--- src/rtl/dds_frame_pkg.sv ---
// Shared definitions for the DDS command-frame parser: frame framing bytes,
// parser state encoding and the packed configuration record.
package dds_frame_pkg;

    localparam logic [7:0] FRAME_HEAD  = 8'h55;
    localparam logic [7:0] FRAME_TAIL  = 8'hAA;
    localparam int         PAYLOAD_LEN = 11;
    localparam int         IDX_W       = 4;

    typedef enum logic [1:0] {
        IDLE    = 2'd0,
        PAYLOAD = 2'd1,
        CRC     = 2'd2,
        TAIL    = 2'd3
    } frame_st_t;

    // Field order matches payload byte order: byte 0 lands in the MSBs.
    typedef struct packed {
        logic [7:0]  reg_func;
        logic [7:0]  hs_pwm_ch;
        logic [7:0]  hs_ctrl_sta;
        logic [7:0]  duty_num;
        logic [15:0] pulse_dessert;
        logic [7:0]  pulse_num;
        logic [31:0] pat;
    } dds_cfg_t;

    localparam int CFG_W = $bits(dds_cfg_t);

    // Return a copy of the shadow image with payload byte idx replaced by b.
    function automatic logic [CFG_W-1:0] put_byte(
        input logic [CFG_W-1:0] shadow,
        input logic [IDX_W-1:0] idx,
        input logic [7:0]       b
    );
        logic [CFG_W-1:0] img;
        img = shadow;
        for (int i = 0; i < PAYLOAD_LEN; i++) begin
            if (idx == IDX_W'(i)) begin
                img[(PAYLOAD_LEN-1-i)*8 +: 8] = b;
            end
        end
        return img;
    endfunction

endpackage

--- src/rtl/frame_gap_timer.sv ---
// Inter-byte gap timer. Counts idle cycles while enabled and flags the cycle
// in which the count would reach TIMEOUT_CYC. A load in that same cycle wins.
module frame_gap_timer #(
    parameter int TIMEOUT_CYC = 20000
) (
    input  logic i_clk,
    input  logic i_rst,
    input  logic i_load,
    input  logic i_en,
    output logic o_hit
);

    localparam int CNT_W = $clog2(TIMEOUT_CYC + 1);

    logic [CNT_W-1:0] r_cnt;

    assign o_hit = i_en && !i_load && (r_cnt == CNT_W'(TIMEOUT_CYC - 1));

    // Idle-cycle counter: cleared by a byte or when disabled, saturates at the limit.
    always_ff @(posedge i_clk or posedge i_rst) begin
        if (i_rst) begin
            r_cnt <= '0;
        end else if (!i_en || i_load) begin
            r_cnt <= '0;
        end else if (r_cnt != CNT_W'(TIMEOUT_CYC)) begin
            r_cnt <= r_cnt + CNT_W'(1);
        end
    end

endmodule

--- src/rtl/dds_frame_parser.sv ---
// Command-frame parser: 0x55, 11 payload bytes, XOR CRC, 0xAA. A good frame is
// committed to the configuration outputs in one edge; bad or stalled frames
// are dropped with a one-cycle error pulse and the old configuration is kept.
module dds_frame_parser
    import dds_frame_pkg::*;
#(
    parameter int TIMEOUT_CYC = 20000,
    parameter bit CRC_EN      = 1'b1
) (
    input  logic        sys_clk,
    input  logic        sys_rst,
    input  logic [7:0]  rx_data,
    input  logic        rx_done,
    output logic [7:0]  reg_func,
    output logic [7:0]  hs_pwm_ch,
    output logic [7:0]  hs_ctrl_sta,
    output logic [7:0]  duty_num,
    output logic [15:0] pulse_dessert,
    output logic [7:0]  pulse_num,
    output logic [31:0] pat,
    output logic        frame_valid,
    output logic        crc_err,
    output logic        frame_err
);

    frame_st_t        r_state;
    logic [IDX_W-1:0] r_idx;
    logic [7:0]       r_crc_acc;
    logic             r_crc_ok;
    logic [CFG_W-1:0] r_shadow;
    dds_cfg_t         r_cfg;
    logic             r_frame_valid;
    logic             r_crc_err;
    logic             r_frame_err;

    logic             w_timer_en;
    logic             w_timeout;

    // The gap timer only runs while a frame is open.
    assign w_timer_en = (r_state != IDLE);

    frame_gap_timer #(
        .TIMEOUT_CYC (TIMEOUT_CYC)
    ) u_gap_timer (
        .i_clk  (sys_clk),
        .i_rst  (sys_rst),
        .i_load (rx_done),
        .i_en   (w_timer_en),
        .o_hit  (w_timeout)
    );

    // Frame FSM: shadow capture, CRC accumulation, atomic commit and status pulses.
    always_ff @(posedge sys_clk or posedge sys_rst) begin
        if (sys_rst) begin
            r_state       <= IDLE;
            r_idx         <= '0;
            r_crc_acc     <= '0;
            r_crc_ok      <= 1'b0;
            r_shadow      <= '0;
            r_cfg         <= '0;
            r_frame_valid <= 1'b0;
            r_crc_err     <= 1'b0;
            r_frame_err   <= 1'b0;
        end else begin
            r_frame_valid <= 1'b0;
            r_crc_err     <= 1'b0;
            r_frame_err   <= 1'b0;
            if (rx_done) begin
                case (r_state)
                    IDLE: begin
                        // Anything but a header is line noise and dropped silently.
                        if (rx_data == FRAME_HEAD) begin
                            r_state   <= PAYLOAD;
                            r_idx     <= '0;
                            r_crc_acc <= '0;
                            r_shadow  <= '0;
                        end
                    end
                    PAYLOAD: begin
                        r_shadow  <= put_byte(r_shadow, r_idx, rx_data);
                        r_crc_acc <= r_crc_acc ^ rx_data;
                        if (r_idx == IDX_W'(PAYLOAD_LEN - 1)) begin
                            r_state <= CRC;
                        end else begin
                            r_idx <= r_idx + 1'b1;
                        end
                    end
                    CRC: begin
                        r_crc_ok <= !CRC_EN || (rx_data == r_crc_acc);
                        r_state  <= TAIL;
                    end
                    TAIL: begin
                        // A wrong tail returns to IDLE without re-reading the byte as a header.
                        if (rx_data != FRAME_TAIL) begin
                            r_frame_err <= 1'b1;
                        end else if (r_crc_ok) begin
                            r_cfg         <= dds_cfg_t'(r_shadow);
                            r_frame_valid <= 1'b1;
                        end else begin
                            r_crc_err <= 1'b1;
                        end
                        r_state <= IDLE;
                    end
                    default: begin
                        r_state <= IDLE;
                    end
                endcase
            end else if (w_timeout) begin
                r_frame_err <= 1'b1;
                r_state     <= IDLE;
                r_shadow    <= '0;
            end
        end
    end

    assign reg_func      = r_cfg.reg_func;
    assign hs_pwm_ch     = r_cfg.hs_pwm_ch;
    assign hs_ctrl_sta   = r_cfg.hs_ctrl_sta;
    assign duty_num      = r_cfg.duty_num;
    assign pulse_dessert = r_cfg.pulse_dessert;
    assign pulse_num     = r_cfg.pulse_num;
    assign pat           = r_cfg.pat;
    assign frame_valid   = r_frame_valid;
    assign crc_err       = r_crc_err;
    assign frame_err     = r_frame_err;

endmodule

--- config.mk ---
export PLATFORM = sky130hd
export DESIGN_NAME = dds_frame_parser
export DESIGN_NICKNAME = d
export VERILOG_FILES = /design/src/rtl/dds_frame_pkg.sv /design/src/rtl/frame_gap_timer.sv /design/src/rtl/dds_frame_parser.sv
export SDC_FILE = /design/constraint.sdc
export NUM_CORES = 1
export LEC_CHECK = 0
export CORE_UTILIZATION = 56
export DETAILED_ROUTE_END_ITERATION = 12
export MAX_ROUTING_LAYER = met4
export PLACE_DENSITY = 0.89
export SLEW_MARGIN = 20
export SYNTH_ARGS = -nofsm -noshare
export SYNTH_HDL_FRONTEND = slang
export SYNTH_HIERARCHICAL = 1
export SYNTH_SLANG_ARGS = --single-unit
--- constraint.sdc ---
create_clock -name sys_clk -period 9.1 [get_ports sys_clk]
set_clock_uncertainty 0.2 [all_clocks]
set_input_delay 1.82 -clock sys_clk [delete_from_list [all_inputs] [get_ports sys_clk]]
set_output_delay 1.82 -clock sys_clk [all_outputs]
set_load 0.005 [all_outputs]
Word-level counts from Yosys, hierarchy flattened
Index checks and enable logic that the tools add are counted.
Storage, ports and cells
  register bits after elaboration: 209
  ROM bits: 0
  logic and storage cells: 129
  output and inout bits: 91
  latch bits: 0
  RAM bits: 0
  bits of input ports: 11
  memories: 0
Operators by class
  mux-type cells: 39
  reductions and logical operators: 27
  equal/unequal tests: 33
  bitwise logic cells: 2
  $lt $le $gt $ge: 0
  add/sub/neg operators: 2
  $mul: 0
  shifts and indexed selects: 0
  divide/modulo/power cells: 0
Operators by type and width (count)
  $mux W88: 3
  $pmux W88 S2: 1
  $mux W8: 12
  $reduce_and A4 Y1: 13
  $ne A3 B3 Y1 const B: 12
  $mux W15: 2
  $eq A4 B3 Y1 const B: 4
  $pmux W8 S2: 1
  $add A15 B1 Y15 const B: 1
  $eq A15 B15 Y1 const B: 1
  $ne A15 B15 Y1 const B: 1
  $eq A4 B4 Y1 const B: 3
  $mux W1: 12
  $eq A4 B2 Y1 const B: 2
  $eq A8 B7 Y1 const B: 1
  $eq A8 B8 Y1: 1
  $mux W2: 4
  $mux W4: 2
  $ne A8 B8 Y1 const B: 1
  $pmux W2 S4: 1
  $pmux W4 S2: 1
  $reduce_bool A2 Y1: 4
  $xor A8 B8 Y8: 1
  $reduce_and A3 Y1: 2
  other kinds (13): 17

Depth between registers and ports, before layout
Gate-level depths: netlist of run 1.
  word-level depth: 5
  depth in mapped cells: 14

Modules after synthesis
The synthesis of run 1 kept the hierarchy.
By module, submodules not included
  dds_frame_parser: times used 1, cells each 634, area each 7887.6 um^2
  frame_gap_timer: times used 1, cells each 95, area each 888.4 um^2

Least setup slack after synthesis of run 1
No wires, ideal clock.
  kind: in2reg
  start point: input port rx_done
  end point: register r_shadow[48]
  arrival: 3670 ps
  stages: 10
  data required time: 8754 ps
  library setup time: 146 ps
  setup slack: 5084 ps
  cells stage by stage: nand2b_1 -> clkbuf_1 -> or4_1 -> nor4_1 -> nand2b_1 -> clkbuf_1 -> clkbuf_1 -> clkbuf_1 -> nand2_1 -> o22ai_1
Between the ends
  longest elaborated chain between the ends: 5
  elaborated cells between the ends (all ways): 9
  those cells by class: eq/ne (3); mux (1); reduce/logical (5)
RTL lines
  start, declared: line dds_frame_parser.sv:13  | input logic rx_done,
  $logic_not A1 Y1: line frame_gap_timer.sv:17  | assign o_hit = i_en && !i_load && (r_cnt == CNT_W'(TIMEOUT_CYC - 1));
  $logic_and A1 B1 Y1 (2 in series): line frame_gap_timer.sv:17
  net w_timeout: line dds_frame_parser.sv:37  | logic w_timeout;
  $reduce_bool A2 Y1 (no source line)
  $reduce_and A4 Y1 (no source line)
  end signal, assigned: line dds_frame_parser.sv:80  | r_shadow <= put_byte(r_shadow, r_idx, rx_data);
  end, declared: line dds_frame_parser.sv:30  | logic [CFG_W-1:0] r_shadow;
The timed path passes the listed nets, and every way through them passes these cells.
A chain may end at the register's enable or synchronous reset.

Final worst setup path of run 1
  start point: input port rx_done
  end point: register r_shadow[10]
The elaborated chain is that of the path after synthesis.

==> impl_results.md, run 1 <==
* Outcome: finished clean
* Final Hold Viols at 0
* Resized Gates After CTS at 0
* Core area at 15300 sq um
* Worst-skew pair later-pin latency at 0.49 ns
* Total CTS buffers at 21
* Crit Reg-Reg Endpoint: r_shadow[10]
* Highest clock rate at 0.194 GHz
* Leak Pwr at ~5.0 nW
* HPWL Detailed at between 10000 and 15000 microns
* Worst Reg-to-Reg Cells at 10
* CP Cell Sequence: clkdlybuf4s50_1 > nand2b_1 > or4_1 > nor4_1 > nand2b_2 > buf_4 > nand2_1 > o22ai_1
* Vias in the first global route at approximately 6100
* CTS tree: built
* Area Growth Syn to Fin at 21.1%
* # Post-CTS Setup Buffers at 0
* Slew headroom at 0.225
* Post-Syn Area per Cell at 12.0 sq um
* Io pins at between 100 and 150
* Async set-reset flop share out of synthesis at 1.00
* First-pass GRT wire length at 32200 microns
* Die Wd at 127 microns
* CP Depth at 8
* Clk slew on worst S/H paths at ~0.06 ns
* Hold Path Sink: reg_func[1]
* RSZ-0062 raised after global routing: no
* Fin crit share at 0.566
* Setup_tns at 0 ns
* 1st-iter DRT viols at 721
* R2R Path Start: r_state[1]
* Seq cells post-synth at 209
* Top-area cell type share of the netlist area at 0.596
* FF-to-FF setup slack at 5.49 ns
* DR vias/cell at 6.11
* Hold Crit Class: reg -> reg
* Worst slew pin tran at 1.16 ns
* Final setup fails at 0
* Crit path time final at 5.15 ns
* H-Tree Depth at 1
* Setup crit end kind: register
* Root Driver: clkbuf_16
* Largest net degree at the start of global routing at ~120
* Most frequent cells in the layout: dfrtp_1 (209), nand2_1 (112), clkdlybuf4s50_1 (101)
* Power per Cell Area at 251 nW/um^2
* Port bufs at 101
* Layout cells sized above 1 at 0.0659
* CP delay by family, top: simple AND/OR/NAND/NOR gates
* DR pass1 iterations at 8
* GRT Total Usage at 0.259
* Final Instance Area at 10600 sq um
* DRC errors left at 0
* Synth Flop Type: dfrtp_1
* Placed Area at 9950 sq um
* Initial antenna violation count at 0
* Via count at 6395
* Grt ovf at 0
* Critical path peak fanout at 69
* Post-synthesis sequential area ratio at 0.596
* Gpl congestion at roughly 0.9
* Startpoint Class: input port
* Initial Utilization at 0.575
* Hold_sp: reg_func[1]
* Maximum VDD drop at roughly 0.15 mV
* Routed wire length per instance at 18.9 microns
* Final ANT Viol Nets at 0
* # clock sinks at 209
* Hold-critical path depth at 1
* Max Cap Violations at 0
* Mapped Nets at 752
* Arrival time worst endpoint at about 5.3 ns
* Worst path bufs/invs at 2
* Core Rows at 45
* Post-synthesis cell count at ~730
* Synth area leader: dfrtp_1
* Die ar. at 16200 sq um
* Die Y at 127 microns
* Hold_buf cts at 0
* Layout Nets at 845
* Yosys warnings at 6
* Final Max Tran Viols at 0
* Number of synthesized flops with an enable pin at 0
* Synth area leaders: dfrtp_1 (60%), mux2_1 (11%), o22ai_1 (5.7%)
* Critical setup path kind: in -> reg
* Mapped Area at slightly below 9000 sq um
* Worst-path cell with the longest stage delay: clkdlybuf4s50_1
* Commonest non-fill, non-tap cell in the layout: dfrtp_1
* Routed WL at 19800 microns
* ANT cells at 0
* Synth unique cells at 46
* Max stage delay on crit path at ~0.88 ns
* Clock Tree Buf Depth at 3
* Worst Path Required at roughly 9.2 ns
## cell usage after synthesis, types with 3 or more instances
cell and count:
nor2b_1 9, a21o_1 4, o22ai_1 80, inv_1 14, nor2_1 6, nand2b_1 13, a221o_1 5, o31ai_1 4
nor4_1 7, mux2i_1 7, nand4bb_1 4, xnor2_1 8, nand2_1 112, nor3_2 10, nand4_1 8, or4_1 3
o21ai_0 10, and3_1 16, nand3_1 11, buf_2 11, dfrtp_1 209, clkbuf_1 25, mux2_1 88, a21oi_1 13
nor4b_1 5, o21ai_1 5, a31o_1 8, ha_1 12
## worst max path at each step
stage                     startpoint            to  slack, ns
after floorplan              sys_rst       crc_err       1.80
after global placement       rx_done   r_shadow[7]       3.64
after detailed placement     rx_done   r_shadow[7]       3.49
after CTS                    rx_done  r_shadow[10]       4.01
after global routing         rx_done  r_shadow[24]       3.74
final                        rx_done  r_shadow[10]       3.95
## cell type report
type / instances / area, sq um
fillers: 1020 / 4630
clock buffers: 28 / 582
clock inverters: 8 / 96.3
repair buffers: 106 / 1050
flip-flops and latches: 209 / 5230
multi-input cells: 469 / 3340
well taps: 211 / 264
inverters: 15 / 63.8
## routing by layer
layer / GRT usage / routed length, microns / share of wire
met5: - / 0 / 0
met4: 0.0819 / 533 / 0.027
met3: 0.0327 / 1310 / 0.066
met2: 0.410 / 9720 / 0.49
met1: 0.354 / 8220 / 0.42
## through the flow
step                utilization  setup slack [ns]  instances  hold slack, ns  power [mW]
floorplan                     -              1.80        729           0.233        1.63
CTS                       0.696              4.01       1046           0.293        2.67
global placement          0.652              3.64       1010           0.264        1.76
global route              0.697              3.74       1046           0.307        2.79
finish                    0.697              3.95       1046           0.287        2.66
detailed placement        0.652              3.49       1010           0.275        1.81
## where the power goes
| part | switching, mW | internal, mW | total [mW] |
|---|---|---|---|
| Combinational | 0.369 | 0.208 | 0.577 |
| Clock | 0.342 | 0.505 | 0.848 |
| Sequential | 0.135 | 1.10 | 1.24 |
## worst reg2reg max path: cells and delay by family, from the launching register on
family | cells | cell delay, ns
AOI/OAI and AO/OA | 1 | 0.09
adders and majority gates | 1 | 0.32
buffers and inverters | 3 | 0.69
DFF | 1 | 0.44
and+or+nand+nor | 5 | 1.71
## cell families (layout without fill, tap and decap cells)
kind of cell,Yosys count,after routing,share of synthesized area
simple gates,211,211,0.127
xor+xnor,10,10,0.00998
buf+inv,51,157,0.0234
compound gates,141,141,0.106
flops,209,209,0.596
fa+ha+maj,12,12,0.0171
mux,95,95,0.121
## state kept, by name, indices dropped and copies added, names as in the netlist
name and cells:
r_shadow 88, pat 32, pulse_dessert 16, u_gap_timer/r_cnt 15, duty_num 8, hs_ctrl_sta 8
hs_pwm_ch 8, pulse_num 8, r_crc_acc 8, reg_func 8, r_idx 4, r_state 2
crc_err 1, frame_err 1, frame_valid 1, r_crc_ok 1
(Power assumes the default switching activity.)
==> run 2, diff against run 1 <==
==> constraint.sdc (replaced) <==
create_clock -name sys_clk -period 5.2 [get_ports sys_clk]
set_clock_uncertainty 0.2 [all_clocks]
set_input_delay 1.04 -clock sys_clk [delete_from_list [all_inputs] [get_ports sys_clk]]
set_output_delay 1.04 -clock sys_clk [all_outputs]
set_load 0.005 [all_outputs]
==> run 2 against run 1 <==
Against the previous run: first-iteration DRC count fell by 2.6%; via count fell by 1.3%; largest cell class unchanged; non-clock buffer count up 3; design area rose by 0.34%; count of clock-buffer cells in the layout grew 3; final cell count grew 0.29%; total power rose by 73%; critical path depth unchanged; combinational power up 73%; global-route usage decreased by 0.17 points.
==> impl_results.md, run 2 (synthesis results as in run 1) <==
* Final setup fails at 0 (unchanged)
* Resized Gates After CTS at 0 (unchanged)
* Die ar. at 16200 sq um (unchanged)
* Met1 Use GR at 0.357 (was 0.354)
* Grt ovf at 0 (unchanged)
* Biggest register: r_shadow (unchanged)
* Gpl congestion at 0.865 (was 0.891)
* Die Wd at 127 microns (unchanged)
* Switching Fraction at 0.316 (was 0.318)
* CP Launch Point: rx_done (unchanged)
* Clock Tree Buf Depth at 3 (unchanged)
* Routed wire length per instance at 18.5 microns (was 18.9 microns)
* Startpoint Class: input port (unchanged)
* Die Y at 127 microns (unchanged)
* Hold_buf cts at 0 (unchanged)
* Initial Utilization at 0.575 (unchanged)
* Slew headroom at 0.285 (was 0.225)
* M2 GR Usage at 0.405 (was 0.410)
* Layout cells sized above 1 at 0.0668 (was 0.0659)
* Internal at 3.15 mW (was 1.82 mW)
* Leak Pwr at 4.98 nW (about the same)
* Final Hold Viols at 0 (unchanged)
* Io pins at 102 (unchanged)
* Vias in the first global route at 6248 (was 6123)
* FF-to-FF setup slack at 1.65 ns (was 5.49 ns)
* Fin crit share at 0.696
* Hold Crit Class: reg -> reg (unchanged)
* 1st-iter DRT viols at 702 (was 721)
* Initial antenna violation count at 0 (unchanged)
* Met3 Use GR at 0.0343 (was 0.0327)
* Worst-skew pair later-pin latency at 0.49 ns (about the same)
* Sequential share of power at 0.470 (was 0.465)
* Setup_tns at 0 ns (unchanged)
* Worst slew pin tran at 1.07 ns (was 1.16 ns)
* Root Driver: clkbuf_16 (unchanged)
* R2R Path Start: r_state[1] (unchanged)
* Layout Nets at 848 (was 845)
* Total CTS buffers at 21 (unchanged)
* Port bufs at 101 (unchanged)
* Core Rows at 45 (unchanged)
* # clock sinks at 209 (unchanged)
* Critical setup path kind: in -> reg (unchanged)
* Power per Cell Area at 432 nW/um^2 (was 251 nW/um^2)
* Clock share of power at 0.313 (was 0.318)
* DRC errors left at 0 (unchanged)
* Highest clock rate at 0.276 GHz
* RSZ-0062 raised after global routing: no (unchanged)
* First-pass GRT wire length at 32100 microns (was 32200 microns)
* Core area at 15300 sq um (unchanged)
* # Post-CTS Setup Buffers at 0 (unchanged)
* Maximum VDD drop at 0.275 mV (was 0.148 mV)
* Final Max Tran Viols at 0 (unchanged)
* Arrival time worst endpoint at 3.74 ns (was 5.29 ns)
* Routed WL at 19400 microns (was 19800 microns)
* Max Cap Violations at 0 (unchanged)
* Critical path peak fanout at 63 (was 69)
* Via count at 6309 (was 6395)
* DR vias/cell at 6.01 (was 6.11)
* Worst Path Required at 5.32 ns (was 9.24 ns)
* H-Tree Depth at 1 (unchanged)
* Net switching power at 1.46 mW (was 0.846 mW)
* Largest net degree at the start of global routing at 91 (was 119)
* Max FFs per register at 88 (unchanged)
* Most frequent cells in the layout: dfrtp_1 (209), nand2_1 (112), clkdlybuf4s50_1 (101) (unchanged)
* Total power at 4.61 mW (was 2.66 mW)
* CTS tree: built (unchanged)
* Clk slew on worst S/H paths at 0.06 ns (about the same)
* Final ANT Viol Nets at 0 (unchanged)
* GRT Total Usage at 0.258 (was 0.259)
* ANT cells at 0 (unchanged)
* GRT busiest layer: met2 (unchanged)
* Outcome: finished clean (unchanged)
* Setup crit end kind: register (unchanged)
* Commonest non-fill, non-tap cell in the layout: dfrtp_1 (unchanged)
* Comb pwr share at 0.216 (about the same)
* Area Growth Syn to Fin at 21.5% (was 21.1%)
* Crit path time final at 3.62 ns
* DR pass1 iterations at 7 (was 8)
* HPWL Detailed at 12400 microns (was 12500 microns)
* Hold_sp: r_crc_ok (was reg_func[1])
run 2: cell count changes in the layout (fill, tap and decap cells not counted):
cell        change
bufinv_16       -1
inv_6           -1
clkbuf_8        +1
clkinvlp_4      +2
clkbuf_1        +2
clkinv_2        -2
inv_8           -1
buf_12          +3
run 2: layout make-up:
cell class | instances | area [sq um]
fillers | 1039 | 4590
clock inverters | 5 | 55.1
well taps | 211 | 264
inverters | 15 | 60.1
multi-input cells | 469 | 3340
flip-flops and latches | 209 | 5230
repair buffers | 109 | 1110
clock buffers | 31 | 603
run 2: path summary, 6_finish.rpt:
kind / depth (start not counted) / end
min: 1 / crc_err
max in group asynchronous: 3 / r_shadow[35]
max reg2reg: 10 / r_shadow[40]
max: 8 / r_shadow[40]
min in group asynchronous: 2 / u_gap_timer/r_cnt[2]
min reg2reg: 1 / crc_err
run 2: power groups by stage:
stage               logic, mW  registers (mW)  clock network, mW
floorplan               0.779            2.08                  0
global placement        0.929            2.17                  0
detailed placement      0.971            2.18                  0
CTS                     0.993            2.16               1.46
global route             1.11            2.20               1.54
finish                  0.997            2.17               1.44
run 2: critical path: stages:
cell and delay, ns:
clkdlybuf4s50_1 0.41, nand2b_1 0.28, or4_1 0.52, nor4_1 0.45, nand2b_2 0.46, buf_12 0.34
nand2_1 0.12, o22ai_1 0.09
run 2: metal layers:
metal | vias to the layer above | part of all wire
li1 | 2852 | -
met1 | 3190 | 0.43
met2 | 231 | 0.48
met3 | 36 | 0.062
met4 | 0 | 0.020
met5 | - | 0
run 2: through the flow:
step	area, sq um	hold WS [ns]	cells	utilization	worst slack [ns]
6_report	10700	0.283	1049	0.699	1.58
2_1_floorplan	8780	0.233	729	-	1.46
5_1_grt	10700	0.299	1049	0.699	1.41
3_3_place_gp	10000	0.263	1013	0.656	1.25
4_1_cts	10700	0.281	1049	0.699	1.62
3_5_place_dp	10000	0.267	1013	0.656	1.14
==> run 3, diff against run 2 <==
--- a/config.mk
+++ b/config.mk
@@ -5,10 +5,10 @@
 export SDC_FILE = /design/constraint.sdc
 export NUM_CORES = 1
 export LEC_CHECK = 0
-export CORE_UTILIZATION = 56
+export CORE_UTILIZATION = 50
 export DETAILED_ROUTE_END_ITERATION = 12
 export MAX_ROUTING_LAYER = met4
-export PLACE_DENSITY = 0.89
+export PLACE_DENSITY = 0.84
 export SLEW_MARGIN = 20
 export SYNTH_ARGS = -nofsm -noshare
 export SYNTH_HDL_FRONTEND = slang
==> constraint.sdc (replaced) <==
create_clock -name sys_clk -period 3 [get_ports sys_clk]
set_clock_uncertainty 0.2 [all_clocks]
set_input_delay 0.6 -clock sys_clk [delete_from_list [all_inputs] [get_ports sys_clk]]
set_output_delay 0.6 -clock sys_clk [all_outputs]
set_load 0.005 [all_outputs]
==> run 3 against run 2 <==
Against the previous run: via count rose by 2.1%; die area up 12%; non-clock buffer count up 37; final cell count up 5.2%; count of clock-buffer cells in the layout fell by 3; clock power grew 100%; global-route usage is 1.0 points lower; critical path depth is 1 higher; first-iteration DRC count fell by 21%; largest power group unchanged.
==> impl_results.md, run 3 (synthesis results as in run 1) <==
* Placed Cells at 1064 (was 1013)
* Core Rows at 48 (was 45)
* Port bufs at 101 (unchanged)
* Initial Utilization at 0.509 (was 0.575)
* RSZ-0062 raised after global routing: no (unchanged)
* Final Hold Viols at 0 (unchanged)
* GRT Total Usage at 0.247 (was 0.258)
* Routed WL at 20600 microns (was 19400 microns)
* First-pass GRT wire length at 34500 microns (was 32100 microns)
* Largest net degree at the start of global routing at 64 (was 91)
* DR vias/cell at 5.83 (was 6.01)
* Hold_buf cts at 0 (unchanged)
* Maximum VDD drop at 0.490 mV (was 0.275 mV)
* Layout cells sized above 1 at 0.116 (was 0.0668)
* Sequential share of power at 0.435 (was 0.470)
* Max stage delay on crit path at 0.48 ns (was 0.52 ns)
* Clk slew on worst S/H paths at 0.06 ns (about the same)
* Net switching power at 2.66 mW (was 1.46 mW)
* Setup_tns at 0 ns (unchanged)
* Die Y at 134 microns (was 127 microns)
* Setup crit end kind: register (unchanged)
* Final setup fails at 0 (unchanged)
* Max FFs per register at 88 (unchanged)
* Final Non-Filler Cells at 1104 (was 1049)
* Area Growth Syn to Fin at 27.0% (was 21.5%)
* Slew headroom at 0.566 (was 0.285)
* Final Max Tran Viols at 0 (unchanged)
* Biggest register: r_shadow (unchanged)
* Switching Fraction at 0.309 (was 0.316)
* Worst Path Required at 3.18 ns (was 5.32 ns)
* # clock sinks at 209 (unchanged)
* Critical path peak fanout at 49 (was 63)
* Initial antenna violation count at 0 (unchanged)
* Commonest non-fill, non-tap cell in the layout: dfrtp_1 (unchanged)
* H-Tree Depth at 1 (unchanged)
* Outcome: finished clean (unchanged)
* Routed wire length per instance at 18.6 microns (was 18.5 microns)
* Dpl ws at 0.0428 ns (was 1.14 ns)
* Most frequent cells in the layout: dfrtp_1 (209), nand2_1 (112), clkdlybuf4s50_1 (101) (unchanged)
* Grt ovf at 0 (unchanged)
* Crit path time final at 2.75 ns
* Fin util at 0.647 (was 0.699)
* DR pass1 iterations at 5 (was 7)
* 1st-iter DRT viols at 555 (was 702)
* Total CTS buffers at 22 (was 21)
* Worst-skew pair later-pin latency at 0.51 ns (was 0.49 ns)
* WHS at 0.281 ns (was 0.283 ns)
* Resized Gates After CTS at 0 (unchanged)
* ANT cells at 0 (unchanged)
* CP dominant cell by count: inv_1
* Internal at 5.94 mW (was 3.15 mW)
* Root Driver: clkbuf_16 (unchanged)
* Layout Nets at 886 (was 848)
* # Post-CTS Setup Buffers at 0 (unchanged)
* DRC errors left at 0 (unchanged)
* CTS tree: built (unchanged)
* Final Instance Area at 11100 sq um (was 10700 sq um)
* CP Cell Sequence: inv_1 > ha_1 > inv_1 > nand2b_1 > or4_1 > nor4_2 > nand2b_2 > buf_12 > a31o_1 (was clkdlybuf4s50_1 > nand2b_1 > or4_1 > nor4_1 > nand2b_2 > buf_12 > nand2_1 > o22ai_1)
* Clock share of power at 0.339 (was 0.313)
* Io pins at 102 (unchanged)
* Fin crit share at 0.917
* Hold Crit Class: reg -> reg (unchanged)
* Worst-path cell with the longest stage delay: or4_1 (unchanged)
* HPWL Detailed at 13200 microns (was 12400 microns)
* Clock Tree Buf Depth at 3 (unchanged)
* Power per Cell Area at 772 nW/um^2 (was 432 nW/um^2)
* Final ANT Viol Nets at 0 (unchanged)
* Die ar. at 18100 sq um (was 16200 sq um)
* Max Cap Violations at 0 (unchanged)
* Highest clock rate at 0.363 GHz
* Worst slew pin tran at 0.650 ns (was 1.07 ns)
* Total power at 8.60 mW (was 4.61 mW)
* Via count at 6441 (was 6309)
* Die Wd at 134 microns (was 127 microns)
* Arrival time worst endpoint at 2.93 ns (was 3.74 ns)
* Vias in the first global route at 6696 (was 6248)
* Placed Area at 10400 sq um (was 10000 sq um)
* Comb pwr share at 0.226 (was 0.216)
* Core area at 17200 sq um (was 15300 sq um)
* Critical setup path kind: reg -> reg (was in -> reg)
* Startpoint Class: register (was input port)
* Gpl congestion at 0.861 (was 0.865)
* Leak Pwr at 5.26 nW (was 4.98 nW)
* Final setup margin at 0.248 ns (was 1.58 ns)
-- run 3: cell count changes in the layout (fill, tap and decap cells not counted), sizes merged --
cell / before / now
buf: 8 / 45
clkinv: 2 / 7
bufinv: 1 / 4
clkbuf: 31 / 28
clkinvlp: 3 / 2
-- run 3: area by class of cell --
type / instances / area, sq um
Timing Repair Buffer: 146 / 1440
Clock buffer: 28 / 613
Inverter: 15 / 60.1
Fill cell: 1261 / 6090
Sequential cell: 209 / 5230
Tap cell: 225 / 282
Multi-Input combinational cell: 469 / 3350
Clock inverter: 12 / 174
-- run 3: path summary, 6_finish.rpt --
kind / startpoint / endpoint / slack (ns) / cells past startpoint
min in group asynchronous: sys_rst / u_gap_timer/r_cnt[8] / 0.35 / 2
setup reg to reg: r_state[1] / r_shadow[61] / 0.25 / 9
max in group asynchronous: sys_rst / hs_pwm_ch[7] / 1.53 / 3
setup / recovery: r_state[1] / r_shadow[61] / 0.25 / 9
hold reg to reg: r_shadow[21] / pat[21] / 0.28 / 1
hold / removal: r_shadow[21] / pat[21] / 0.28 / 1
-- run 3: worst max-delay path: cells and delay by family (launching register included) --
| kind | cells | cell delay [ns] |
|---|---|---|
| compound gates | 1 | 0.23 |
| fa+ha+maj | 1 | 0.25 |
| simple gates | 4 | 1.09 |
| buf+inv | 3 | 0.42 |
| flops | 1 | 0.43 |
-- run 3: routing by layer --
metal  vias to the layer above  share of wire  track usage
li1                       2914              -            -
met1                      3245           0.43        0.329
met2                       230           0.49        0.398
met3                        52          0.050       0.0323
met4                         0          0.029       0.0762
met5                         -              0            -
-- run 3: power by group through the flow --
stage	logic, mW	clock network, mW	registers, mW
after floorplan	1.35	0	3.60
after global placement	1.82	0	3.76
after detailed placement	1.89	0	3.78
after CTS	1.94	2.95	3.74
after global routing	2.16	3.06	3.81
final	1.94	2.91	3.74
